File: src/rtl/regfile_operand_fetch.sv
// Operand fetch front end for a two-read/one-write register file.
// Issues one instruction at a time and reads its operands. It hands the
// operands to the ALU with a valid/ready handshake and forwards ALU
// writebacks to the register file. A per-register busy scoreboard stalls
// issue on RAW/WAW hazards until the pending result is written back.

package constants_pkg;
  localparam int REGISTER_ADDRESS_BITS = 3;
  localparam int REGISTER_DATA_BITS    = 8;
endpackage

module regfile_operand_fetch
  import constants_pkg::*;
#(
  parameter int ADDR_BITS = REGISTER_ADDRESS_BITS,
  parameter int DATA_BITS = REGISTER_DATA_BITS,
  localparam int NREGS    = 2 ** ADDR_BITS
) (
  input  logic                 clk,
  input  logic                 reset,
  input  logic                 issue_valid,
  output logic                 issue_ready,
  input  logic [ADDR_BITS-1:0] issue_src0,
  input  logic [ADDR_BITS-1:0] issue_src1,
  input  logic                 issue_use_src1,
  input  logic [ADDR_BITS-1:0] issue_dst,
  output logic [ADDR_BITS-1:0] rd0_addr,
  output logic [ADDR_BITS-1:0] rd1_addr,
  output logic                 rd0_enable,
  output logic                 rd1_enable,
  input  logic [DATA_BITS-1:0] rd0_data,
  input  logic [DATA_BITS-1:0] rd1_data,
  output logic [ADDR_BITS-1:0] wr_addr,
  output logic                 wr_enable,
  output logic [DATA_BITS-1:0] wr_data,
  output logic                 op_valid,
  input  logic                 op_ready,
  output logic [DATA_BITS-1:0] op_a,
  output logic [DATA_BITS-1:0] op_b,
  output logic [ADDR_BITS-1:0] op_dst,
  input  logic                 wb_valid,
  input  logic [ADDR_BITS-1:0] wb_dst,
  input  logic [DATA_BITS-1:0] wb_data,
  output logic [NREGS-1:0]     busy,
  output logic                 wb_error
);

  typedef enum logic [1:0] {IDLE, READ, PRESENT} state_t;

  state_t               state, state_next;
  logic [ADDR_BITS-1:0] src0, src1;
  logic                 use_src1;
  logic [NREGS-1:0]     wb_mask;
  logic [NREGS-1:0]     eff_busy;
  logic                 hazard;
  logic                 accept;

  // A writeback in this cycle commits at the same edge as an accept, so its
  // busy bit no longer blocks issue.
  assign wb_mask  = wb_valid ? (NREGS'(1) << wb_dst) : '0;
  assign eff_busy = busy & ~wb_mask;
  assign hazard   = eff_busy[issue_src0]
                  | (issue_use_src1 & eff_busy[issue_src1])
                  | eff_busy[issue_dst];

  // Writeback is a straight combinational pass-through to the write port.
  assign wr_enable = wb_valid;
  assign wr_addr   = wb_dst;
  assign wr_data   = wb_data;

  // Read ports are only enabled during the single READ cycle.
  assign rd0_addr   = src0;
  assign rd1_addr   = src1;
  assign rd0_enable = (state == READ);
  assign rd1_enable = (state == READ) & use_src1;

  assign op_valid = (state == PRESENT);

  // State register.
  always_ff @(posedge clk or posedge reset) begin
    if (reset) state <= IDLE;
    else       state <= state_next;
  end

  // Next-state logic and issue handshake.
  always_comb begin
    state_next  = state;
    issue_ready = 1'b0;
    accept      = 1'b0;
    case (state)
      IDLE: begin
        issue_ready = !hazard;
        accept      = issue_valid & !hazard;
        if (accept) state_next = READ;
      end
      READ:    state_next = PRESENT;
      PRESENT: if (op_ready) state_next = IDLE;
      default: state_next = IDLE;
    endcase
  end

  // Latch the accepted instruction; capture operands at the end of READ.
  always_ff @(posedge clk or posedge reset) begin
    if (reset) begin
      src0     <= '0;
      src1     <= '0;
      use_src1 <= 1'b0;
      op_dst   <= '0;
      op_a     <= '0;
      op_b     <= '0;
    end else begin
      if (accept) begin
        src0     <= issue_src0;
        src1     <= issue_src1;
        use_src1 <= issue_use_src1;
        op_dst   <= issue_dst;
      end
      if (state == READ) begin
        op_a <= rd0_data;
        op_b <= use_src1 ? rd1_data : '0;
      end
    end
  end

  // Busy scoreboard: writeback clears, accept sets (set wins on a tie).
  always_ff @(posedge clk or posedge reset) begin
    if (reset) begin
      busy <= '0;
    end else begin
      busy <= (busy & ~wb_mask) | (accept ? (NREGS'(1) << issue_dst) : '0);
    end
  end

  // Sticky flag for writebacks to registers with no pending write.
  always_ff @(posedge clk or posedge reset) begin
    if (reset)                          wb_error <= 1'b0;
    else if (wb_valid && !busy[wb_dst]) wb_error <= 1'b1;
  end

endmodule

File: config.mk
export PLATFORM = sky130hd
export DESIGN_NAME = regfile_operand_fetch
export DESIGN_NICKNAME = d
export VERILOG_FILES = /design/src/rtl/regfile_operand_fetch.sv
export SDC_FILE = /design/constraint.sdc
export NUM_CORES = 1
export LEC_CHECK = 0
export CORE_UTILIZATION = 45
export DETAILED_ROUTE_END_ITERATION = 6
export GPL_ROUTABILITY_DRIVEN = 0
export GPL_TIMING_DRIVEN = 0
export HOLD_SLACK_MARGIN = 0.03
export PLACE_DENSITY = 0.95
export SETUP_SLACK_MARGIN = 0.2
export SLEW_MARGIN = 20
export SYNTH_ARGS = -nofsm -noshare
export SYNTH_HDL_FRONTEND = slang
export SYNTH_SLANG_ARGS = --single-unit
export TNS_END_PERCENT = 5
File: constraint.sdc
create_clock -name clk -period 4.7 [get_ports clk]
set_input_delay 0.705 -clock clk [delete_from_list [all_inputs] [get_ports clk]]
set_output_delay 0.705 -clock clk [all_outputs]
set_load 0.01 [all_outputs]
# Yosys cells after proc, flatten, opt, wreduce, memory -nomap -nowiden
# Index checks and enable logic that the tools add are counted.
dict set report totals {
  register_bits 37
  latch_bits 0
  mem_bits_rw 0
  rom_bits 0
  in_bits 42
  output_inout_bits 50
  n_memories 0
}
dict set report op_classes {
  addsub 0
  multipliers 0
  n_div 0
  magnitude_cmp 4
  eq_ne 4
  shifts 2
  mux 16
  n_bitwise 8
  reduce_logical 5
}
# cell n
set op_table {}
lappend op_table {{8-bit two-way mux} 3}
lappend op_table {{3-bit by 4-bit less-than comparator with 1-bit output (second input constant)} 4}
lappend op_table {{1-bit by 3-bit << shifter with 8-bit output (first input constant)} 2}
lappend op_table {{1-bit binary-select mux with 3-bit select} 4}
lappend op_table {{8-bit bitwise AND} 1}
lappend op_table {{8-bit NOT} 1}
lappend op_table {{8-bit OR} 1}
lappend op_table {{1-bit two-way mux} 6}
lappend op_table {{2-bit one-hot mux with 3 select lines} 1}
lappend op_table {{2-bit two-way mux} 2}
lappend op_table {{1-bit bitwise AND} 3}
lappend op_table {{2-bit by 1-bit == test with 1-bit output (second input constant)} 1}
lappend op_table {{2-bit == test (second input constant)} 1}
lappend op_table {{1-bit zero test} 2}
lappend op_table {{2-bit zero test} 1}
lappend op_table {{2-bit by 1-bit != test with 1-bit output (second input constant)} 1}
lappend op_table {{2-bit != test (second input constant)} 1}
lappend op_table {{1-bit OR} 2}
lappend op_table {{2-bit AND reduction} 1}
lappend op_table {{1-bit logical AND} 1}

# Longest topological paths before layout
dict set report depth {
  ltp_word 14
  depth_mapped 8
  mapped_depth_nobuf 6
}

# Worst setup path before layout
# No wires, ideal clock.
dict set report synth_timing {
  kind {input-to-output}
  start {in wb_dst[0]}
  end {out issue_ready}
  arrival_time_ns 2.183
  required_time_ns 3.995
  setup_slack_ns 1.812
  cell_stages 6
  cell_sequence {or4b_4 -> a221oi_2 -> a311oi_1 -> nor4_4 -> nand2_2 -> inv_1}
}
dict set report synth_via {
  elab_chain_len 11
}
# item line
set synth_rtl {}
lappend synth_rtl {{start: declaration} 42} ;# input logic [ADDR_BITS-1:0] wb_dst,
lappend synth_rtl {{1-bit by 3-bit << shifter with 8-bit output *} 60} ;# assign wb_mask = wb_valid ? (NREGS'(1) << wb_dst) : '0;
lappend synth_rtl {{8-bit two-way mux *} 60}
lappend synth_rtl {{8-bit NOT *} 61} ;# assign eff_busy = busy & ~wb_mask;
lappend synth_rtl {{8-bit bitwise AND *} 61}
lappend synth_rtl {{1-bit binary-select mux with 3-bit select} 63} ;# | (issue_use_src1 & eff_busy[issue_src1])
lappend synth_rtl {{1-bit two-way mux (not written as such)} 63}
lappend synth_rtl {{1-bit bitwise AND} 63}
lappend synth_rtl {{1-bit OR} 63}
lappend synth_rtl {{1-bit OR *} 64} ;# | eff_busy[issue_dst];
lappend synth_rtl {{1-bit zero test *} 92} ;# issue_ready = !hazard;
lappend synth_rtl {{1-bit two-way mux *} 90} ;# case (state)
lappend synth_rtl {{end: declaration} 22} ;# output logic issue_ready,
# Every way passes the cells marked *; elsewhere a longest branch is shown, timed or not. The select of a mux whose other input is x is not followed.

# Worst setup path after layout
# Same ends and word-level chain as after synthesis.

==> impl_metrics.yaml <==
run_status:
  status: "complete, no violations"
worst_setup_path:
  worst_setup_path_end_kind: "output pin"
  crit_path_start: "wb_dst[0]"
  reg2reg_to: "busy[0]"
  rr_worst_depth: 6
  crit_required_ns: 3.99
  start_kind: "input pin"
  cp_max_fo: 9
  r2r_start: "busy[4]"
  rrSetupSlack_ns: 2.55
  cp.arrival_ns: 3.50
  worstSetupPathType: "in -> out"
logic_synthesis:
  netlist.area_leader.share: 0.463
  yosysWarnings: 0
  yosysUniqueCellTypes: 42
  ys_seq_elements: 37
  synth.largest_area_cell: "dfrtp_1"
  syn_inst: 198
  netlist_area_um2: 2000
  synth-main-ff-cell: "dfrtp_1"
  synth.top_cells.by_area: "dfrtp_1 46%, nand2_1 9.2%, mux2_4 6.8%, buf_4 4.5%, mux4_2 3.4%"
  seq_area_frac_synth: 0.463
  avgSynthCellArea_um2: 10.1
  synthArstFlopShare: 1.00
  syn_nets: 240
  synth-edff-count: 0
floorplan:
  fp.dieH_um: 68.7
  start_util: 0.483
  fp.dieArea_um2: 4720
  die_w_um: 68.7
  core_um2: 4140
  ios: 92
  rows: 23
finish:
  utilization: 0.720
  final_cell_mix: "80 x clkdlybuf4s50_1, 49 x nand2_1, 37 x dfrtp_1"
  final_common_cell: "clkdlybuf4s50_1"
  multi_input_area_um2: 918
  areaGrowthSynthToFinish_pct: 49.1
  fin_nets: 327
  drive_above_1_share: 0.140
  regArea_um2: 926
  nFillCells: 294
  num_antenna_cells: 0
timing:
  rsz0062_at_grt: "no"
  setup_slack_ns: 0.496
  worstMarginPinSlew_ns: 0.780
  fin_skew_ns: 0.00335
  hold_ws_ns: 0.469
  hold_viol_final: 0
  max_slew_margin: 0.479
  setup_viol: 0
  fin_crit_sh: 0.894
  fmax_mhz: 238
  min_period_ns: 4.20
  tns_ns: 0
  slew_violations: 0
grt:
  grt_max_degree: 38
  grt_pass1_wl_um: 8070
  track_usage: 0.232
  overflow: 0
  grt_pass1_vias: 1762
  antenna_found_initial: 0
power:
  p_leak_nw: 1.33
  total_power_w: 0.00170
  peakVddDrop_v: 0.000293
  power_density_nw_per_um2: 568
min_path:
  hold_class: "reg -> reg"
  worstHoldStart: "wb_error"
  holdPathEnd: "wb_error"
  holdPathStages: 1
run:
  maxCapViolations: 0
clock_network:
  cts_sinks: 37
  clock_path_buffers: 2
  cts_tree: "done"
  htreeDepth: 2
  cts_root_buf: "clkbuf_8"
  post_cts_buffers: 0
  ctsHoldBuffers: 0
  cts_resized: 0
  insertion_delay_ns: 0.29
  numCtsBuffers: 5
  clkSlewWorstSetupHoldPaths_ns: 0.08
route:
  vias_per_cell: 5.51
  post_drt_wl_per_cell_um: 16.1
  vias: 1853
  drtPass1Iterations: 5
  antenna_left: 0
  drt-initial-drc-count: 111
  routed_wl_um: 5400
  drc: 0
place:
  hpwl_um: 4050
  pre_cts_slack_ns: 0.548
  port_buffers: 80
worst max path at each step:
stage | end | cells after the start
floorplan | issue_ready | 6
global placement | issue_ready | 8
detailed placement | issue_ready | 8
CTS | issue_ready | 8
global route | issue_ready | 8
finish | issue_ready | 8
critical path, cell delays in order:
cell and delay (ns):
clkdlybuf4s50_1 0.58, or4b_4 0.65, a221oi_2 0.26, a311oi_1 0.11
nor4_4 0.38, nand2_2 0.19, inv_1 0.09, clkdlybuf4s50_1 0.53
cell families after synthesis:
| group | share of synthesized area |
|---|---|
| multiplexers | 0.112 |
| flip-flops | 0.463 |
| buffers and inverters | 0.0787 |
| AO/OA/AOI/OAI | 0.101 |
| AND/OR/NAND/NOR | 0.246 |
power by group:
part / internal (W) / switching [W]
Clock: 0.000173 / 0.000120
Combinational: 0.000471 / 0.000359
Sequential: 0.000460 / 0.000114
state kept, by name (all words and copies together), names as in the netlist:
| signal | count |
|---|---|
| wb_error | 1 |
| use_src1 | 1 |
| rd0_addr | 3 |
| op_a | 8 |
| op_b | 8 |
| busy | 8 |
| state | 2 |
| rd1_addr | 3 |
| op_dst | 3 |
metal layers:
metal	up-vias	wire [µm]	track usage
met1	867	2130	0.257
met5	-	0	0
met3	10	559	0.0757
met2	116	2640	0.420
li1	860	-	-
met4	0	72	0.0714
through the flow:
stage / cell area [µm²] / cells
floorplan: 2000 / 198
global placement: 2870 / 328
detailed placement: 2870 / 328
CTS: 2990 / 336
global route: 2990 / 336
finish: 2990 / 336
area by class of cell:
cell class | instances | share of cell area
multi-input combinational | 133 | 0.308
clock buffer | 6 | 0.0277
sequential | 37 | 0.310
tap | 50 | 0.0210
buffer | 22 | 0.0453
timing repair buffer | 80 | 0.268
clock inverter | 2 | 0.0126
inverter | 6 | 0.00754
synthesized netlist by cell type (all sizes together) (2+ instances only):
| master | number |
|---|---|
| and2 | 2 |
| and3 | 2 |
| and3b | 2 |
| buf | 15 |
| clkbuf | 7 |
| dfrtp | 37 |
| inv | 5 |
| mux2 | 10 |
| mux4 | 3 |
| nand2 | 50 |
| nand2b | 7 |
| nand3 | 12 |
| nand3b | 3 |
| nand4b | 3 |
| nor2 | 3 |
| nor2b | 3 |
| nor3b | 2 |
| o21ai | 6 |
| o221ai | 3 |
| o31ai | 6 |
| o41ai | 2 |
Note: power is estimated with default switching activity, not from simulation.
